### src/rtl/hex_loader_pkg.sv
// Shared types and constants for the Intel HEX streaming loader.
package hex_loader_pkg;

    typedef enum logic [2:0] {
        st_idle,
        st_len,
        st_addr,
        st_type,
        st_data,
        st_csum,
        st_done,
        st_err
    } state_t;

    localparam logic [7:0] REC_DATA = 8'h00;
    localparam logic [7:0] REC_EOF  = 8'h01;
    localparam logic [7:0] REC_ESA  = 8'h02;
    localparam logic [7:0] REC_ELA  = 8'h04;

    localparam logic [1:0] ERR_NONE    = 2'd0;
    localparam logic [1:0] ERR_BADCHAR = 2'd1;
    localparam logic [1:0] ERR_CSUM    = 2'd2;
    localparam logic [1:0] ERR_LEN     = 2'd3;

    // Record types with a fixed payload size reject any other length.
    function automatic logic len_ok(input logic [7:0] rtype, input logic [7:0] cnt);
        if (rtype == REC_EOF)
            return cnt == 8'd0;
        if (rtype == REC_ESA || rtype == REC_ELA)
            return cnt == 8'd2;
        return 1'b1;
    endfunction

endpackage

### src/rtl/hex_nibble.sv
// ASCII hex digit decoder: returns a valid flag and the 4-bit value.
module hex_nibble #(
    parameter bit ALLOW_LC = 1'b1
) (
    input  logic [7:0] ch,
    output logic       vld,
    output logic [3:0] nib
);

    always_comb begin
        vld = 1'b0;
        nib = 4'h0;
        if (ch >= 8'h30 && ch <= 8'h39) begin
            vld = 1'b1;
            nib = ch[3:0];
        end else if (ch >= 8'h41 && ch <= 8'h46) begin
            vld = 1'b1;
            nib = ch[3:0] + 4'd9;
        end else if (ALLOW_LC && ch >= 8'h61 && ch <= 8'h66) begin
            vld = 1'b1;
            nib = ch[3:0] + 4'd9;
        end
    end

endmodule

### src/rtl/hex_loader.sv
// Streaming Intel HEX parser: one ASCII character per EN strobe in,
// byte-wide memory writes out, with checksum and extended-address handling.
module hex_loader
    import hex_loader_pkg::*;
#(
    parameter int AW       = 32,
    parameter bit ALLOW_LC = 1'b1
) (
    input  logic          CLK,
    input  logic          CLR,
    input  logic          EN,
    input  logic [7:0]    DI,
    output logic [AW-1:0] AB,
    output logic [7:0]    DB,
    output logic          WE,
    output logic          REC_OK,
    output logic          DONE,
    output logic          ERR,
    output logic [1:0]    ERR_CODE
);

    logic          nib_vld;
    logic [3:0]    nib;
    state_t        state;
    logic          lo_phase;
    logic [3:0]    hi_nib;
    logic [7:0]    cnt;
    logic [7:0]    idx;
    logic [7:0]    sum;
    logic [7:0]    rtype;
    logic [15:0]   offset;
    logic [15:0]   data16;
    logic [AW-1:0] base;
    logic [7:0]    cur_byte;
    logic [7:0]    sum_next;
    logic [15:0]   wr_off;

    hex_nibble #(.ALLOW_LC(ALLOW_LC)) u_nib (
        .ch  (DI),
        .vld (nib_vld),
        .nib (nib)
    );

    assign cur_byte = {hi_nib, nib};
    assign sum_next = sum + cur_byte;
    // The 16-bit offset wraps on its own; it never carries into the base.
    assign wr_off   = offset + {8'h00, idx};

    always_ff @(posedge CLK or negedge CLR) begin
        if (!CLR) begin
            state    <= st_idle;
            lo_phase <= 1'b0;
            hi_nib   <= 4'h0;
            cnt      <= 8'h00;
            idx      <= 8'h00;
            sum      <= 8'h00;
            rtype    <= 8'h00;
            offset   <= 16'h0000;
            data16   <= 16'h0000;
            base     <= '0;
            AB       <= '0;
            DB       <= 8'h00;
            WE       <= 1'b0;
            REC_OK   <= 1'b0;
            DONE     <= 1'b0;
            ERR      <= 1'b0;
            ERR_CODE <= ERR_NONE;
        end else begin
            WE     <= 1'b0;
            REC_OK <= 1'b0;
            if (EN) begin
                case (state)
                    st_idle: begin
                        if (DI == 8'h3A) begin
                            state    <= st_len;
                            sum      <= 8'h00;
                            lo_phase <= 1'b0;
                        end else if (DI != 8'h0D && DI != 8'h0A && DI != 8'h20) begin
                            state    <= st_err;
                            ERR      <= 1'b1;
                            ERR_CODE <= ERR_BADCHAR;
                        end
                    end
                    st_done, st_err: ;
                    default: begin
                        if (!nib_vld) begin
                            state    <= st_err;
                            ERR      <= 1'b1;
                            ERR_CODE <= ERR_BADCHAR;
                        end else if (!lo_phase) begin
                            hi_nib   <= nib;
                            lo_phase <= 1'b1;
                        end else begin
                            lo_phase <= 1'b0;
                            sum      <= sum_next;
                            case (state)
                                st_len: begin
                                    cnt   <= cur_byte;
                                    idx   <= 8'h00;
                                    state <= st_addr;
                                end
                                st_addr: begin
                                    if (idx == 8'h00) begin
                                        offset[15:8] <= cur_byte;
                                        idx          <= 8'h01;
                                    end else begin
                                        offset[7:0]  <= cur_byte;
                                        state        <= st_type;
                                    end
                                end
                                st_type: begin
                                    rtype <= cur_byte;
                                    idx   <= 8'h00;
                                    if (!len_ok(cur_byte, cnt)) begin
                                        state    <= st_err;
                                        ERR      <= 1'b1;
                                        ERR_CODE <= ERR_LEN;
                                    end else if (cnt == 8'h00) begin
                                        state <= st_csum;
                                    end else begin
                                        state <= st_data;
                                    end
                                end
                                st_data: begin
                                    if (rtype == REC_DATA) begin
                                        WE <= 1'b1;
                                        AB <= base + AW'(wr_off);
                                        DB <= cur_byte;
                                    end
                                    data16 <= {data16[7:0], cur_byte};
                                    idx    <= idx + 8'd1;
                                    if (idx + 8'd1 == cnt)
                                        state <= st_csum;
                                end
                                st_csum: begin
                                    if (sum_next != 8'h00) begin
                                        state    <= st_err;
                                        ERR      <= 1'b1;
                                        ERR_CODE <= ERR_CSUM;
                                    end else begin
                                        REC_OK <= 1'b1;
                                        state  <= st_idle;
                                        if (rtype == REC_EOF) begin
                                            DONE  <= 1'b1;
                                            state <= st_done;
                                        end else if (rtype == REC_ESA) begin
                                            base <= AW'({12'h000, data16, 4'h0});
                                        end else if (rtype == REC_ELA) begin
                                            base <= AW'({data16, 16'h0000});
                                        end
                                    end
                                end
                                default: ;
                            endcase
                        end
                    end
                endcase
            end
        end
    end

endmodule
### config.mk
export PLATFORM = sky130hd
export DESIGN_NAME = hex_loader
export DESIGN_NICKNAME = d
export VERILOG_FILES = /design/src/rtl/hex_loader_pkg.sv /design/src/rtl/hex_nibble.sv /design/src/rtl/hex_loader.sv
export SDC_FILE = /design/constraint.sdc
export NUM_CORES = 1
export LEC_CHECK = 0
export ABC_AREA = 1
export CAP_MARGIN = 25
export CELL_PAD_IN_SITES_DETAIL_PLACEMENT = 2
export CELL_PAD_IN_SITES_GLOBAL_PLACEMENT = 2
export CORE_MARGIN = 2
export CORE_UTILIZATION = 33
export CTS_BUF_LIST = sky130_fd_sc_hd__clkbuf_4
export CTS_CLUSTER_SIZE = 8
export DETAILED_ROUTE_END_ITERATION = 12
export PLACE_DENSITY_LB_ADDON = 0.1
export SETUP_SLACK_MARGIN = 0.15
export SLEW_MARGIN = 15
export SYNTH_ARGS = -nofsm -noshare
export SYNTH_HDL_FRONTEND = slang
export SYNTH_SLANG_ARGS = --single-unit
### constraint.sdc
create_clock -name CLK -period 3.5 [get_ports CLK]
set_clock_uncertainty 0.15 [all_clocks]
set_input_delay 0.525 -clock CLK [delete_from_list [all_inputs] [get_ports CLK]]
set_output_delay 0.525 -clock CLK [all_outputs]
set_load 0.02 [all_outputs]
==> impl.org, run 1 <==
** Die
- In this run the core area contains 57 standard-cell rows.
- Die outline height :: 162 um
- The initial utilization of the core area, before any placement, comes to 33.7%.
- The floorplan step defined a die boundary enclosing 26,200 um2.
- The die is 162 um wide.
- In this run the count of I/O pins placed on the die edge is 57.
- The floorplan step defined a core boundary enclosing 24,400 um2.

** Clocking
- Clock tree synthesis found a total of 146 sinks.
- The H-tree generated during clock tree synthesis spans 4 levels.
- Clock tree synthesis inserted a total of 17 buffers.
- After clock tree synthesis, the clock-pin slew on the worst setup and hold paths is 0.15 ns.
- Worst-case clock buffer depth :: 2
- CTS root buf :: sky130_fd_sc_hd__clkbuf_4
- TritonCTS built the clock tree.
- For the worst-skew pair, the clock arrives at the later sink with an insertion delay of 0.58 ns.

** Timing
- Total negative slack :: -1.80 ns
- Setup repair after global routing missed its margin :: yes
- Final worst slack :: -0.196 ns
- At the pin with the least slew margin, the transition time is 0.745 ns.
- The total count of max-transition violations in the final report was 0.
- Max-slew headroom at the worst pin :: 50.3%
- The smallest clock period supported by the final layout is computed as 3.70 ns.
- Highest achievable clock rate :: 271 MHz
- Share of the cycle needed by the critical path after routing :: 106%
- The hold violation total from the final report came to 0.
- # setup viols final :: 17

** Layout
- Share of post-route cells with drive strength above 1 :: 25.2%
- Leading cell type in the layout, fill and taps excluded :: sky130_fd_sc_hd__nand2_1
- Final core utilization :: 45.6%
- For this run, the post-layout net count is 1,281.
- Leading cell types in the layout, fill and taps excluded :: 288 x sky130_fd_sc_hd__nand2_1, 146 x sky130_fd_sc_hd__dfrtp_1, 121 x sky130_fd_sc_hd__buf_4
- Area delta synth->final :: 35.3%

** Drt
- Dividing the detail-routed via count by the number of cells gives 5.10.
- Post-route ant nets :: 0
- In the routed design, unresolved DRC markers number 0.
- Total via count after detailed routing :: 8,029
- Wires add up to 31,200 um.
- In this run, the number of DRC markers left after iteration 0 of detailed routing was 297.
- Routed WL per cell :: 19.8 um
- The first detailed-routing pass took 4 iterations.

** Place
- Post-Place Worst Slack :: -0.702 ns
- The HPWL after detailed placement is 21,500 um.
- Final weighted congestion in routability-driven placement :: 0.847
- Input and output buffers added on the ports amount to 56.

** Setup path
- The slowest stage of the critical path is the sky130_fd_sc_hd__dfrtp_1 cell.
- Cell count of the worst reg-to-reg path :: 20
- Largest driver fanout on the critical path :: 3
- At the worst endpoint, the arrival time is 4.01 ns.
- Startpoint of the worst-slack reg-to-reg timing path :: idx[0]$_DFFE_PN0P_
- Critical Path Stages :: 20
- Most frequent CP cell :: sky130_fd_sc_hd__nand2_1
- Crit path buffers/inverters :: 2
- The critical path ends at AB[17]$_DFFE_PN0P_.
- Reg-to-reg endpoint :: AB[17]$_DFFE_PN0P_
- Kind of cell with the highest combined delay on the critical path :: simple AND/OR/NAND/NOR gates
- Critical Path Start :: idx[0]$_DFFE_PN0P_
- The critical path goes through ha_2, inv_2, fa_2, nand3b_1, and2_4, o221ai_4, buf_4, xor2_2, ha_1, nand2_1, nand2_1, nand3_1, nand3_2, a21boi_2, o21ai_2, nand2_1, nand2_2, or2_2, nand3_1, nand2_1.
- Across all register-to-register paths, the minimum setup slack is -0.20 ns.
- Largest stage delay, worst path :: 0.40 ns
- STA classifies the critical path endpoint as a register.
- The critical path is of the register to register type.
- Kind of start point of the critical path :: register
- Req. time, crit path :: 3.81 ns

** Hold path
- Cells on Worst Hold Path :: 2
- Path class of the lowest-slack min-delay path :: register to register

** Synth
- Combined area of all synthesized cells :: 8220 um2
- Count of flip-flops with a built-in enable after synthesis :: 0
- Synthesis instantiated 49 different standard cells from the library.
- Of all flip-flops after synthesis, the portion carrying an async set or reset was 100%.
- The synthesized design contains 146 register bits.
- Sequential cells were found to cover 44.5% of the synthesized design area.
- Mapped Nets :: 1,092
- Averaged over all synthesized cells, the footprint is 7.87 um2.
- Most used DFF post-synth :: sky130_fd_sc_hd__dfrtp_1
- The Yosys step of the flow raised 0 warnings.
- Gate count of the mapped netlist :: 1,045

** GRT
- Global-route congestion overflow total :: 0
- The global routing stage identified its most utilized layer as met2.
- Entering global routing, the biggest net connects 75 pins.
- Global routing consumed, on the met1 layer, 27.4% of the routing resources.
- First-pass GRT wire length :: 45,500 um
- Global routing consumed, on the met2 layer, 41.0% of the routing resources.
- Via count of the first global-routing pass :: 8,411
- The initial antenna violation count was 1.
- Global routing used 22.3% of the available tracks across all layers.
- Global routing consumed, on the met3 layer, 3.37% of the routing resources.

** Run status
- The flow ran to the end, but the final reports show violations.
- Violations in the final reports :: setup timing

** Pwr
- P per Cell Area :: 422 nW/um2
- Leak pwr :: 0.00527 uW
- Across the VDD grid, the largest voltage drop is 0.000181 V.

** Flow run
- Maximum capacitance violations :: 0
## synth_stat cells (2+ instances only)
cell | number | area share, %
sky130_fd_sc_hd__mux2i_1 | 2 | 0.24
sky130_fd_sc_hd__nor2_1 | 57 | 2.6
sky130_fd_sc_hd__nand4_1 | 27 | 2.1
sky130_fd_sc_hd__nand2_2 | 2 | 0.15
sky130_fd_sc_hd__o21ai_0 | 78 | 4.7
sky130_fd_sc_hd__nand2_1 | 313 | 14
sky130_fd_sc_hd__buf_6 | 2 | 0.27
sky130_fd_sc_hd__nor2_4 | 3 | 0.41
sky130_fd_sc_hd__xor2_1 | 25 | 2.7
sky130_fd_sc_hd__nor3_1 | 14 | 0.85
sky130_fd_sc_hd__o21ai_1 | 48 | 2.9
sky130_fd_sc_hd__or2_2 | 2 | 0.15
sky130_fd_sc_hd__ha_1 | 33 | 5.0
sky130_fd_sc_hd__nor4_1 | 4 | 0.30
sky130_fd_sc_hd__o31ai_1 | 4 | 0.37
sky130_fd_sc_hd__fa_1 | 3 | 0.73
sky130_fd_sc_hd__a32o_1 | 2 | 0.24
sky130_fd_sc_hd__nor2_2 | 5 | 0.38
sky130_fd_sc_hd__o21ai_2 | 3 | 0.32
sky130_fd_sc_hd__a31oi_1 | 4 | 0.30
sky130_fd_sc_hd__buf_2 | 16 | 0.97
sky130_fd_sc_hd__clkbuf_1 | 4 | 0.18
sky130_fd_sc_hd__o21a_1 | 2 | 0.18
sky130_fd_sc_hd__inv_2 | 11 | 0.50
sky130_fd_sc_hd__o21bai_1 | 2 | 0.18
sky130_fd_sc_hd__xnor2_1 | 13 | 1.4
sky130_fd_sc_hd__dfrtp_1 | 146 | 44
sky130_fd_sc_hd__a21oi_1 | 33 | 2.0
sky130_fd_sc_hd__inv_1 | 103 | 4.7
sky130_fd_sc_hd__nand3b_1 | 9 | 0.82
sky130_fd_sc_hd__nand3_1 | 57 | 3.5
## flip-flops by register name, summed over array words and instances (netlist names)
signal    flops
AB           32
DB            8
DONE          1
ERR           1
ERR_CODE      2
REC_OK        1
WE            1
base         28
cnt           8
data16       16
hi_nib        4
idx           8
lo_phase      1
offset       16
rtype         8
state         3
sum           8
## report_power, final
group,internal (uW),switching (uW)
clock,437,701
combinational,589,959
sequential,1830,174
total,2860,1830
## timing repair
| action | CTS | global route |
|---|---|---|
| hold buffers | 1 | 0 |
| gates resized for setup | 50 | 90 |
| setup endpoints to repair | 53 | 59 |
| setup buffers | 10 | 14 |
| gates cloned | 1 | 3 |
| hold endpoints to repair | 71 | 0 |
| pin swaps | 15 | 53 |
## layout make-up
type	count	area, um2
clock inverter	13	138
clock buffer	19	143
sequential	146	3650
timing repair buffer	193	1720
multi-input combinational	760	4610
tap	324	405
fill	2759	13300
antenna	2	5.00
inverter	116	445
## how the worst min path moves through the flow
stage / from / to / slack (ns)
4_1_cts: ERR$_DFFE_PN0P_ / ERR$_DFFE_PN0P_ / 0.35
5_1_grt: CLR / AB[14]$_DFFE_PN0P_ / 0.37
2_1_floorplan: CLR / AB[0]$_DFFE_PN0P_ / 0.08
3_5_place_dp: ERR$_DFFE_PN0P_ / ERR$_DFFE_PN0P_ / 0.31
3_3_place_gp: ERR$_DFFE_PN0P_ / ERR$_DFFE_PN0P_ / 0.30
6_report: ERR$_DFFE_PN0P_ / ERR$_DFFE_PN0P_ / 0.34
## metal layers
metal	up-vias	part of all wire [%]
li1	3793	-
met2	116	53
met1	4072	42
met4	0	2.9
met3	48	2.3
met5	-	0
## stage by stage
| step | cell area [um2] | std cells | total power, uW | hold WS [ns] |
|---|---|---|---|---|
| finish | 11100 | 1573 | 4690 | 0.343 |
| global route | 11100 | 1573 | 4970 | 0.372 |
| CTS | 10600 | 1554 | 4640 | 0.349 |
| detailed placement | 10000 | 1510 | 3470 | 0.310 |
| global placement | 10000 | 1510 | 3430 | 0.303 |
| floorplan | 8360 | 1045 | 2790 | 0.0794 |
## worst reg2reg max path: stages, from the launching register on
cell and delay [ns]:
sky130_fd_sc_hd__dfrtp_1 0.40, sky130_fd_sc_hd__ha_2 0.21, sky130_fd_sc_hd__inv_2 0.04, sky130_fd_sc_hd__fa_2 0.33
sky130_fd_sc_hd__nand3b_1 0.16, sky130_fd_sc_hd__and2_4 0.16, sky130_fd_sc_hd__o221ai_4 0.24, sky130_fd_sc_hd__buf_4 0.18
sky130_fd_sc_hd__xor2_2 0.18, sky130_fd_sc_hd__ha_1 0.30, sky130_fd_sc_hd__nand2_1 0.10, sky130_fd_sc_hd__nand2_1 0.06
sky130_fd_sc_hd__nand3_1 0.08, sky130_fd_sc_hd__nand3_2 0.11, sky130_fd_sc_hd__a21boi_2 0.21, sky130_fd_sc_hd__o21ai_2 0.08
sky130_fd_sc_hd__nand2_1 0.07, sky130_fd_sc_hd__nand2_2 0.08, sky130_fd_sc_hd__or2_2 0.29, sky130_fd_sc_hd__nand3_1 0.08
sky130_fd_sc_hd__nand2_1 0.05
## logic make-up after synthesis
family,count (synthesis),share of synthesized area [%]
and+or+nand+nor,501,26.7
AOI/OAI and AO/OA,183,12.0
DFF,146,44.5
buffers and inverters,139,6.85
xor gates and xnor gates,38,4.05
adders and majority gates,36,5.75
muxes,2,0.244
Note: power is estimated with default switching activity, not from simulation.
==> run 2, diff against run 1 <==
--- a/config.mk
+++ b/config.mk
@@ -16,6 +16,7 @@
 export DETAILED_ROUTE_END_ITERATION = 12
 export PLACE_DENSITY_LB_ADDON = 0.1
 export SETUP_SLACK_MARGIN = 0.15
+export SKIP_CTS_REPAIR_TIMING = 1
 export SLEW_MARGIN = 15
 export SYNTH_ARGS = -nofsm -noshare
 export SYNTH_HDL_FRONTEND = slang
==> run 2 against run 1 <==
Net effect: die area is the same; final cell count shrank 0.64%; total power decreased by 0.67%; sequential power about the same; sequential cell count stayed put; the run still ends with setup timing left; sequential share of layout area increased by 0.43 points; core utilization decreased by 0.58 points; maximum frequency down 2.7%; worst hold slack improved by 0.00051 ns; design area shrank 1.3%.
==> impl.org, run 2 (synthesis results as in run 1) <==
** Pwr
- The switching power as a share of total power is 39.0% (-0.075 points).
- The internal power summed over all cells is 2840 uW (-0.55%).
- Final Total Pwr :: 4660 uW (-0.67%)
- Combinational group share of total power :: 32.4% (-0.6 points)
- Proportion of power drawn by the clock network :: 24.6% (+0.4 points)
- The leakage power came to 0.00520 uW (-1.3%).
- Sw power :: 1820 uW (-0.86%)
- Share of power burned in registers :: 43.0% (+0.2 points)
- The total power density per cell area is 424 nW/um2 (+0.62%).
- Worst vdd ir :: 0.000186 V (+2.8%)

** Clocking
- The clock latency on the worst-skew pair is 0.60 ns (+0.02 ns).
- In this run the clock root is driven by a sky130_fd_sc_hd__clkbuf_4.
- The clock slew at the register clock pins of the worst setup and hold paths was 0.16 ns (about the same).
- The buffer levels on the longest clock path was 2 (unchanged).
- TritonCTS built the clock tree.
- H-tree depth :: 4 (unchanged)
- Sink Count :: 146 (unchanged)
- Number of CTS-inserted buffers :: 17 (unchanged)

** Setup path
- WS Path Type :: register to register
- The endpoint arrival time on the critical path came to 4.13 ns (+0.12 ns).
- Req. time, crit path :: 3.83 ns (+0.02 ns)
- Broken down by cell family, the worst path's largest delay share belongs to simple AND/OR/NAND/NOR gates.
- Walking the worst path, the cells encountered are ha_2, inv_2, fa_2, nand3b_1, and2_4, o221ai_4, nand3_2, xor2_1, ha_2, nand2_2, nor3_2, nand2_1, nand3_2, a21boi_2, o21ai_2, nand2_1, nand2_2, or2_4, nand3_2, nand2_1.
- Cell count of the worst reg-to-reg path :: 20 (unchanged)
- Largest stage delay, worst path :: 0.40 ns (about the same)
- Critical Path Stages :: 20 (unchanged)
- Crit path buffers/inverters :: 1 (-1)
- Largest driver fanout on the critical path :: 4 (+1)
- Endpoint class of the critical path :: register
- Reg2Reg Setup Slack :: -0.30 ns (-0.10 ns)
- The slowest stage of the critical path belongs to the cell sky130_fd_sc_hd__dfrtp_1.
- The worst setup path is launched from a register.

** Layout
- Nets :: 1,271 (-0.78%)
- Register with the highest flop count :: AB
- The layout cell share with drive strength beyond 1 came to 23.4% (-1.8 points).
- Fill cell total of the finished layout :: 2,777 (+0.65%)
- The library cells used most frequently in the layout, excluding fill and tap cells, are 292 x sky130_fd_sc_hd__nand2_1, 146 x sky130_fd_sc_hd__dfrtp_1, 112 x sky130_fd_sc_hd__buf_4.
- Largest registers :: AB: 32 flops, base: 28 flops
- Final core utilization :: 45.0% (-0.58 points)
- Multi-input gate area in the final layout :: 4550 um2 (-1.3%)
- Leaving out fill and tap cells, the most frequent cell in the layout is sky130_fd_sc_hd__nand2_1.
- Area delta synth->final :: 33.6%
- The number of flip-flops under the largest register name was 32 (unchanged).
- FF/Latch Area :: 3650 um2 (unchanged)

** Drt
- Count of TritonRoute iterations in the first routing pass :: 5 (+1)
- The average routed wire per standard cell was 19.4 um (-2.2%).
- The detail-routed via count per cell is 5.12 (+0.29%).
- Total via count after detailed routing :: 8,001 (-0.35%)
- Total Routed Length :: 30,300 um (-2.8%)
- Initial DRC count :: 367 (+24%)
- Post-detailed-route DRC marker count :: 0 (unchanged)
- Post-route ant nets :: 0 (unchanged)

** Timing
- Max-slew headroom at the worst pin :: 51.2% (+0.89 points)
- Final worst slack :: -0.297 ns (-0.102 ns)
- Number of hold violations in the final report :: 0 (unchanged)
- The number of failing setup endpoints in the final timing report is 19 (+2).
- The total count of max-transition violations in the final report is 0 (unchanged).
- Total negative slack :: -2.37 ns (-0.573 ns)
- Share of the cycle needed by the critical path after routing :: 108% (+2.9 points)
- Slew of the pin with the lowest slew margin :: 0.732 ns (-0.0134 ns)
- Min Tclk post-route :: 3.80 ns (+0.102 ns)
- The timing-limited maximum frequency was 263 MHz (-2.7%).
- Setup repair after global routing could not meet its margin everywhere.

** GRT
- Maximum number of pins on one net before global-route repair :: 75 (unchanged)
- Global-route congestion overflow total :: 0 (unchanged)
- Number of antenna violations at the first check in global routing :: 2 (+1)
- The total global routing track utilization is 21.6% (-0.64 points).
- Via count of the first global-routing pass :: 8,285 (-1.5%)
- First-pass GRT wire length :: 44,300 um (-2.6%)

** Die
- The number of rows in the core area is 57 (unchanged).
- Ports placed on the boundary :: 57 (unchanged)
- The die boundary width came to 162 um (unchanged).
- Effective utilization at floorplan :: 33.7% (unchanged)
- The placeable core region was 24,400 um2 (unchanged).
- Die outline height :: 162 um (unchanged)
- The area of the die is 26,200 um2 (unchanged).

** Run status
- The checks that failed: setup timing.
- Outcome :: finished with violations

** Flow run
- Maximum capacitance violations :: 0 (unchanged)

** Place
- The number of I/O port buffers is 56 (unchanged).
- The detailed placement HPWL is 21,500 um (unchanged).
- Final weighted congestion in routability-driven placement :: 0.847 (unchanged)

** Hold path
- The worst hold path belongs to the class input pin to async pin.
[run 2: cell count changes in the layout (fill, tap and decap cells not counted), moves of 3 or more]
cell                      previous run  this run
sky130_fd_sc_hd__nor2_1             46        51
sky130_fd_sc_hd__nand2_2            21        16
sky130_fd_sc_hd__xnor2_2             3         6
sky130_fd_sc_hd__xnor2_1            10         7
sky130_fd_sc_hd__buf_4             121       112
sky130_fd_sc_hd__nand2_1           288       292
sky130_fd_sc_hd__nor2_2             12         7
[run 2: final timing paths]
path,from,endpoint
max in group asynchronous,CLR,AB[3]$_DFFE_PN0P_
min,CLR,AB[13]$_DFFE_PN0P_
max,offset[0]$_DFFE_PN0P_,AB[17]$_DFFE_PN0P_
min in group CLK,ERR$_DFFE_PN0P_,ERR$_DFFE_PN0P_
max reg2reg,offset[0]$_DFFE_PN0P_,AB[17]$_DFFE_PN0P_
min reg2reg,ERR$_DFFE_PN0P_,ERR$_DFFE_PN0P_
[run 2: stage by stage]
| step | instance area (um2) | hold WS, ns | worst slack [ns] | std cells |
|---|---|---|---|---|
| 3_3_place_gp | 10000 | 0.303 | -0.548 | 1510 |
| 4_1_cts | 10300 | -0.193 | -0.481 | 1542 |
| 6_report | 11000 | 0.343 | -0.297 | 1563 |
| 3_5_place_dp | 10000 | 0.310 | -0.702 | 1510 |
| 2_1_floorplan | 8360 | 0.0794 | 0.0441 | 1045 |
| 5_1_grt | 11000 | 0.379 | -0.444 | 1563 |
[run 2: routing by layer]
| layer | vias to the layer above | wire (um) | GRT usage, % |
|---|---|---|---|
| met5 | - | 13 | 0 |
| li1 | 3778 | - | - |
| met2 | 129 | 15800 | 39.5 |
| met3 | 42 | 760 | 3.19 |
| met1 | 4050 | 13000 | 26.6 |
| met4 | 2 | 682 | 5.79 |
[run 2: final cells by class]
| cell class | count | share of cell area (%) |
|---|---|---|
| multi-input combinational | 760 | 41.4 |
| sequential | 146 | 33.3 |
| timing repair buffer | 183 | 14.9 |
| clock buffer | 19 | 1.30 |
| tap | 324 | 3.69 |
| clock inverter | 13 | 1.25 |
| inverter | 116 | 4.06 |
| antenna | 2 | 0.0456 |
[run 2: power groups by stage]
| stage | clock [uW] | sequential [uW] | combinational, uW |
|---|---|---|---|
| after global placement | 0 | 2030 | 1400 |
| after floorplan | 0 | 2000 | 790 |
| final | 1150 | 2010 | 1510 |
| after global routing | 1230 | 2030 | 1680 |
| after CTS | 1160 | 2000 | 1450 |
| after detailed placement | 0 | 2040 | 1440 |
==> run 3, diff against run 2 <==
--- a/config.mk
+++ b/config.mk
@@ -12,7 +12,6 @@
 export CORE_MARGIN = 2
 export CORE_UTILIZATION = 33
 export CTS_BUF_LIST = sky130_fd_sc_hd__clkbuf_4
-export CTS_CLUSTER_SIZE = 8
 export DETAILED_ROUTE_END_ITERATION = 12
 export PLACE_DENSITY_LB_ADDON = 0.1
 export SETUP_SLACK_MARGIN = 0.15
==> results of run 3 <==
The final DEF is identical to that of run 2; final timing and power are the same.
